===== src/rtl/hazard_scoreboard.sv =====
// Decode-stage hazard scoreboard: tracks the EXE/MEM destinations and one long-latency unit,
// and raises the decode stall for load-use, long-dependency and structural hazards.
`ifndef GPR_ADDR_SPACE
`define GPR_ADDR_SPACE [4:0]
`endif

module hazard_scoreboard #(
  parameter int unsigned LONG_LAT = 8
) (
  input  logic                 clk,
  input  logic                 rst_n,
  input  logic                 id_valid,
  input  logic `GPR_ADDR_SPACE id_rs1_addr,
  input  logic `GPR_ADDR_SPACE id_rs2_addr,
  input  logic                 id_rs1_re,
  input  logic                 id_rs2_re,
  input  logic `GPR_ADDR_SPACE id_rd_addr,
  input  logic                 id_rd_we,
  input  logic                 id_mem_re,
  input  logic                 id_long,
  input  logic                 ext_stall,
  input  logic                 flush,
  input  logic                 long_wb_ack,
  output logic                 stall,
  output logic                 long_start,
  output logic                 long_busy,
  output logic `GPR_ADDR_SPACE long_rd_addr,
  output logic                 long_wb_req
);

  typedef logic `GPR_ADDR_SPACE gpr_t;
  localparam gpr_t GPR_ZERO = '0;
  localparam int unsigned CNT_W = 6;
  localparam logic [CNT_W-1:0] LAT_M1 = CNT_W'(LONG_LAT - 1);

  typedef enum logic [1:0] {IDLE = 2'd0, RUN = 2'd1, DONE = 2'd2} long_state_e;

  typedef struct packed {
    logic valid;
    gpr_t rd;
    logic rd_we;
    logic is_load;
    logic is_long;
  } exe_slot_t;

  typedef struct packed {
    logic valid;
    gpr_t rd;
    logic rd_we;
    logic is_load;
  } mem_slot_t;

  exe_slot_t        exe_q, exe_d;
  mem_slot_t        mem_q, mem_d;
  long_state_e      state_q;
  logic [CNT_W-1:0] cnt_q;
  gpr_t             long_rd_q;
  logic             busy_q, wb_req_q;
  logic             load_use_s, long_dep_s, struct_s, stall_s, issue_s, launch_s;
  logic             unused_mem_s;

  function automatic logic src_hit(input logic vld, input logic re, input gpr_t a, input gpr_t tgt);
    return vld & re & (a != GPR_ZERO) & (a == tgt);
  endfunction

  // Only a load in EXE cannot be forwarded; the long unit blocks readers, WAW writers and a second long op.
  assign load_use_s = exe_q.valid & exe_q.rd_we & exe_q.is_load &
                      (src_hit(id_valid, id_rs1_re, id_rs1_addr, exe_q.rd) |
                       src_hit(id_valid, id_rs2_re, id_rs2_addr, exe_q.rd));
  assign long_dep_s = busy_q &
                      (src_hit(id_valid, id_rs1_re, id_rs1_addr, long_rd_q) |
                       src_hit(id_valid, id_rs2_re, id_rs2_addr, long_rd_q) |
                       (id_valid & id_rd_we & (id_rd_addr == long_rd_q)));
  assign struct_s   = id_valid & id_long & (busy_q | (exe_q.valid & exe_q.is_long));
  assign stall_s    = ~flush & (load_use_s | long_dep_s | struct_s);
  assign issue_s    = id_valid & ~stall_s & ~ext_stall & ~flush;
  assign launch_s   = exe_q.valid & exe_q.is_long & ~ext_stall & ~flush & (state_q == IDLE);

  assign stall        = stall_s;
  assign long_start   = launch_s;
  assign long_busy    = busy_q;
  assign long_wb_req  = wb_req_q;
  assign long_rd_addr = long_rd_q;
  assign unused_mem_s = ^mem_q;

  // Next-state of the EXE and MEM tracking slots.
  always_comb begin
    exe_d = exe_q;
    mem_d = mem_q;
    if (!ext_stall) begin
      mem_d.valid   = exe_q.valid & ~exe_q.is_long & ~flush;
      mem_d.rd      = exe_q.rd;
      mem_d.rd_we   = exe_q.rd_we;
      mem_d.is_load = exe_q.is_load;
      if (issue_s) begin
        exe_d = '{valid: 1'b1, rd: id_rd_addr, rd_we: id_rd_we, is_load: id_mem_re, is_long: id_long};
      end else begin
        exe_d.valid = 1'b0;
      end
    end else if (flush) begin
      exe_d.valid = 1'b0;
    end else begin
      exe_d = exe_q;
    end
  end

  // Slot registers.
  always_ff @(posedge clk or negedge rst_n) begin
    if (!rst_n) begin
      exe_q <= '0;
      mem_q <= '0;
    end else begin
      exe_q <= exe_d;
      mem_q <= mem_d;
    end
  end

  // Long-unit FSM; the counter ignores ext_stall so the divider keeps running under a freeze.
  always_ff @(posedge clk or negedge rst_n) begin
    if (!rst_n) begin
      state_q   <= IDLE;
      cnt_q     <= '0;
      long_rd_q <= '0;
      busy_q    <= 1'b0;
      wb_req_q  <= 1'b0;
    end else begin
      case (state_q)
        IDLE: begin
          if (launch_s) begin
            state_q   <= RUN;
            cnt_q     <= LAT_M1;
            long_rd_q <= exe_q.rd;
            busy_q    <= 1'b1;
          end
        end
        RUN: begin
          if (cnt_q == {CNT_W{1'b0}}) begin
            state_q  <= DONE;
            wb_req_q <= 1'b1;
          end else begin
            cnt_q <= cnt_q - {{(CNT_W-1){1'b0}}, 1'b1};
          end
        end
        DONE: begin
          if (long_wb_ack) begin
            state_q  <= IDLE;
            busy_q   <= 1'b0;
            wb_req_q <= 1'b0;
          end
        end
        default: begin
          state_q  <= IDLE;
          busy_q   <= 1'b0;
          wb_req_q <= 1'b0;
        end
      endcase
    end
  end

endmodule


===== config.mk =====
export PLATFORM = sky130hd
export DESIGN_NAME = hazard_scoreboard
export DESIGN_NICKNAME = d
export VERILOG_FILES = /design/src/rtl/hazard_scoreboard.sv
export SDC_FILE = /design/constraint.sdc
export NUM_CORES = 1
export LEC_CHECK = 0
export BUFFER_PORTS_ARGS = -buffer_cell sky130_fd_sc_hd__buf_2
export CELL_PAD_IN_SITES_DETAIL_PLACEMENT = 2
export CELL_PAD_IN_SITES_GLOBAL_PLACEMENT = 2
export CORE_MARGIN = 2
export CORE_UTILIZATION = 34
export CTS_CLUSTER_SIZE = 24
export DETAILED_ROUTE_END_ITERATION = 12
export PLACE_DENSITY_LB_ADDON = 0.1
export SYNTH_ARGS = -nofsm -noshare
export SYNTH_HDL_FRONTEND = slang
export SYNTH_SLANG_ARGS = --single-unit

===== constraint.sdc =====
create_clock -name clk -period 3.45 [get_ports clk]
set_input_delay 0.69 -clock clk [delete_from_list [all_inputs] [get_ports clk]]
set_output_delay 0.69 -clock clk [all_outputs]
set_load 0.01 [all_outputs]

Yosys cells after proc, flatten, opt, wreduce, memory -nomap -nowiden --
Cells that the tools add are included.
Word-level totals: input port bits 26, output and inout port bits 9, flip-flop bits (word level) 24
Operators by class: muxes and demuxes 16, add/sub/neg operators 1, bitwise logic cells 35, reductions and logical operators 11, equal/unequal tests 12
Operators with widths (count):
- $eq 5x5->1 | 5
- $and 1x1->1 | 24
- $mux 6 | 2
- $pmux 6 s2 | 1
- $reduce_and 3->1 | 4
- $reduce_bool 5->1 | 2
- $mux 9 | 1
- $mux 8 | 1
- $ne 2x2->1 const B | 4
- $logic_not 6->1 | 1
- $mux 2 | 3
- $or 1x1->1 | 6
- $pmux 1 s3 | 2
- $pmux 2 s3 | 1
- $sub 6x1->6 const B | 1
- $mux 1 | 5
- $not 1->1 | 5
- $reduce_and 2->1 | 2
- $eq 2x1->1 const B | 1
- $eq 2x2->1 const B | 1
- $logic_not 2->1 | 1
- $ne 2x1->1 const B | 1
- $reduce_bool 2->1 | 1

Longest topological paths before layout --
word-level depth 15, gate-level depth with buffers 7, mapped depth without buffers 7

Least setup slack after synthesis --
No wires, ideal clock.
path kind input port to output port, start in id_rs2_addr[1] (netlist name), end out stall, required time 2760 ps, cell stages on the path 5, arrival 1863 ps, slack 897 ps, cells stage by stage or4_1 -> o211ai_1 -> o31ai_1 -> a41oi_2 -> a21oi_1
Between the ends: cells in the longest elaborated chain, start to end 9, elaborated cells on any way between the ends 14
Ends and longest elaborated chain:
- start, declared | RTL line 14 | input logic `GPR_ADDR_SPACE id_rs2_addr,
- $reduce_bool 5->1 | RTL line 63 | return vld & re & (a != GPR_ZERO) & (a == tgt);
- $and 1x1->1 (2 in series) | RTL line 63
- $or 1x1->1 | RTL line 71 | (src_hit(id_valid, id_rs1_re, id_rs1_addr, long_rd_q) |
- $or 1x1->1 | RTL line 72 | src_hit(id_valid, id_rs2_re, id_rs2_addr, long_rd_q) |
- $and 1x1->1 | RTL line 70 | assign long_dep_s = busy_q &
- $or 1x1->1 (*) (2 in series) | RTL line 75 | assign stall_s = ~flush & (load_use_s | long_dep_s | struct_s);
- $and 1x1->1 (*) | RTL line 75
- end, declared | RTL line 24 | output logic stall,
Mark *: on every way between the ends. The rest lies on a longest branch, timed or not.

Final worst setup path --
Ends and elaborated chain as after synthesis.

==> run metrics <==
Setup TNS 0 ns; Rel. slew slack between 60% and 70%; layout cells sized above 1 between 20 and 30%; fmax 340 MHz; Max-Cap Viols 0; Starting Density between 30% and 40%; DRT iter0 DRCs 22; Hold Crit Class in -> async; H-tree depth 1; Pint around 650 uW; RR Startpoint long_rd_addr[1]$_DFFE_PN0P_; min Tclk post-route approximately 3 ns; maximum VDD drop between 0.2 and 0.3 mV; Final Skew 0.00158 ns; Slew @ Worst Pin between 0.5 and 0.6 ns; clock sink count 24; CTS tree built; final setup vio count 0; initial antenna violation count 0; placed cell count between 200 and 250; Num CTS Buffers 3; vias per cell approximately 5.2; Setup crit end kind output pin; top_reg_cell synth dfrtp_1; clk root buf clkbuf_8; DR DRC count 0; crit-path max FO 3; hpwl dp 3320 microns; total setup buffers inserted after CTS 0; Total Wirelength roughly 4100 microns; first-pass GRT wire length ~6600 microns; Hold Slack slightly above 0.4 ns; Worst Path Arrival approximately 2.3 ns; cts hold-fix bufs 0; GRT Overall Usage between 10% and 20%; Reg2Reg Depth 6; largest net degree at the start of global routing 25; PortBufs 34; Placer Congestion 0.749; status complete, no violations; Crit Path Class in -> out; Die X just under 70 microns; Crit. Startpoint id_rs2_addr[1]; Yosys reg bits 24; Hold Vio Cnt, Final 0; DRT Pass-1 Iters 3; cells after synthesis ~140; Synth Net Count roughly 170; CTS-repair resized insts 0; Antenna Nets Post-Route 0; Core ar. 3940 sq um; row count 23; Critical Path Start Type primary input; Clock Tree Buf Depth 2; Seq/Total Area, Yosys a little over two fifths; grt ovf 0; Tot Pwr approximately 1100 uW; worst setup path end stall; Comb pwr share between 30% and 40%; sw frac about 38%; fill cell count approximately 450; area grow syn2layout 21.9%; vias in the first global route between 1000 and 1500; nets@finish 210; post-route insts no fill between 200 and 250; DIE HEIGHT between 60 and 70 microns; Async S/R FF share, synth 100%; via count between 1000 and 1500; Seq pwr share a little under half; pwr dens 625 nW/um^2; Clk pwr share approximately 18%; Reg clk slew, reported paths roughly 0.08 ns; Final period util ~85%; Die ar. 4590 sq um; # IOs 35; RSZ-0062 raised after global routing no; syn_area_per_cell 9.80 sq um; Final Max Tran Viols 0; Ys Warns 0; worst skew pair latency between 0.2 and 0.3 ns; P_sw between 300 and 400 uW; routed len/inst between 15 and 20 microns; worst flop-to-flop path endpoint exe_q[5]$_DFFE_PN0P_; leak pwr approximately 0.00074 uW; FF-to-FF setup slack 1.48 ns; Synth cell types 31; mapped cell area about 1400 sq um; Post-synth EDFFs 0; Critical Path RT between 2 and 3 ns; ant diodes 0
[flip-flops by register name (all words and copies together) (netlist names)]
register / flops
long_busy: 1
long_rd_addr: 5
state_q: 2
exe_q: 9
long_wb_req: 1
cnt_q: 6
[cell families (layout without fill, tap and decap cells)]
family                     Yosys count  in the layout  share of synthesized area [%]
xor gates and xnor gates            28             28                           17.8
muxes                                8              8                           6.52
and+or+nand+nor                     61             61                           22.0
DFF                                 24             24                           43.5
buffers and inverters                3             43                          0.815
adders and majority gates            2              2                           1.81
AOI/OAI and AO/OA                   15             15                           7.61
[power by group through the flow]
| stage | logic, uW | clock network [uW] | registers, uW |
|---|---|---|---|
| finish | 371 | 187 | 495 |
| global route | 417 | 208 | 516 |
| global placement | 350 | 0 | 497 |
| detailed placement | 376 | 0 | 502 |
| floorplan | 240 | 0 | 481 |
| CTS | 380 | 199 | 496 |
[synthesized netlist by cell type, drive strengths merged, types with 3 or more instances]
master	n	share of area, %
a21oi	4	1.4
mux2	8	6.5
nand4	7	4.3
nor2	12	3.3
nand2	25	6.8
dfrtp	24	43
xnor2	26	16
o21ai	3	1.1
nand3	3	1.1
[cell usage in the layout (no fill, tap or decap)]
cell,n
or3b_2,1
nor3b_1,1
nand2_1,25
and3_1,2
nor4_1,2
a31oi_2,1
xnor2_1,26
nor2_1,12
nand4_4,1
o211ai_1,1
nor2b_1,1
nand3b_1,1
o22ai_1,2
ha_1,2
clkinv_1,1
or4_1,1
a21oi_1,4
nand3_1,3
a31oi_1,1
or3_1,1
clkbuf_8,4
nor3_1,2
o31ai_1,1
nand4_1,6
dfrtp_1,24
inv_1,2
mux2_2,8
a21o_1,1
buf_4,2
a41oi_2,1
nand2b_1,2
xor2_1,2
buf_2,34
o21ai_0,3
[per-stage QoR]
stage	instance area, sq um	setup slack (ns)	util, %
2_1_floorplan	1380	0.897	-
3_3_place_gp	1630	0.611	41.3
3_5_place_dp	1630	0.497	41.3
4_1_cts	1680	0.505	42.7
5_1_grt	1680	0.420	42.7
6_report	1680	0.513	42.7
[layout make-up]
cell class,instances,area (sq um),area share (%)
Clock buffer,4,55.1,3.27
Inverter,3,11.3,0.669
Multi-Input combinational cell,114,769,45.7
Sequential cell,24,601,35.7
Tap cell,50,62.6,3.71
Timing Repair Buffer,36,185,11.0
[how the worst min path moves through the flow]
| stage | endpoint | slack [ns] | cells past startpoint |
|---|---|---|---|
| 4_1_cts | exe_q[8]$_DFFE_PN0P_ | 0.43 | 1 |
| 3_3_place_gp | exe_q[2]$_DFFE_PN0P_ | 0.48 | 1 |
| 6_report | exe_q[7]$_DFFE_PN0P_ | 0.41 | 1 |
| 3_5_place_dp | exe_q[2]$_DFFE_PN0P_ | 0.50 | 1 |
| 5_1_grt | exe_q[7]$_DFFE_PN0P_ | 0.45 | 1 |
| 2_1_floorplan | cnt_q[0]$_DFFE_PN0P_ | 0.39 | 0 |
[metal layers]
metal  vias to the layer above  global-route usage (%)  wire length (microns)
met5                         -                       0                      0
met4                         0                    5.36                     17
met3                         2                    1.17                    123
met2                        19                    37.7                   2230
met1                       611                    23.2                   1710
li1                        567                       -                      -
[worst max-delay path: stages]
cell and delay (ns):
buf_2 0.13, or4_1 0.53, o211ai_1 0.25, nor2_1 0.11, a31oi_2 0.28, a21oi_1 0.10, buf_2 0.15
No activity file was read; power rests on OpenSTA's default activity.
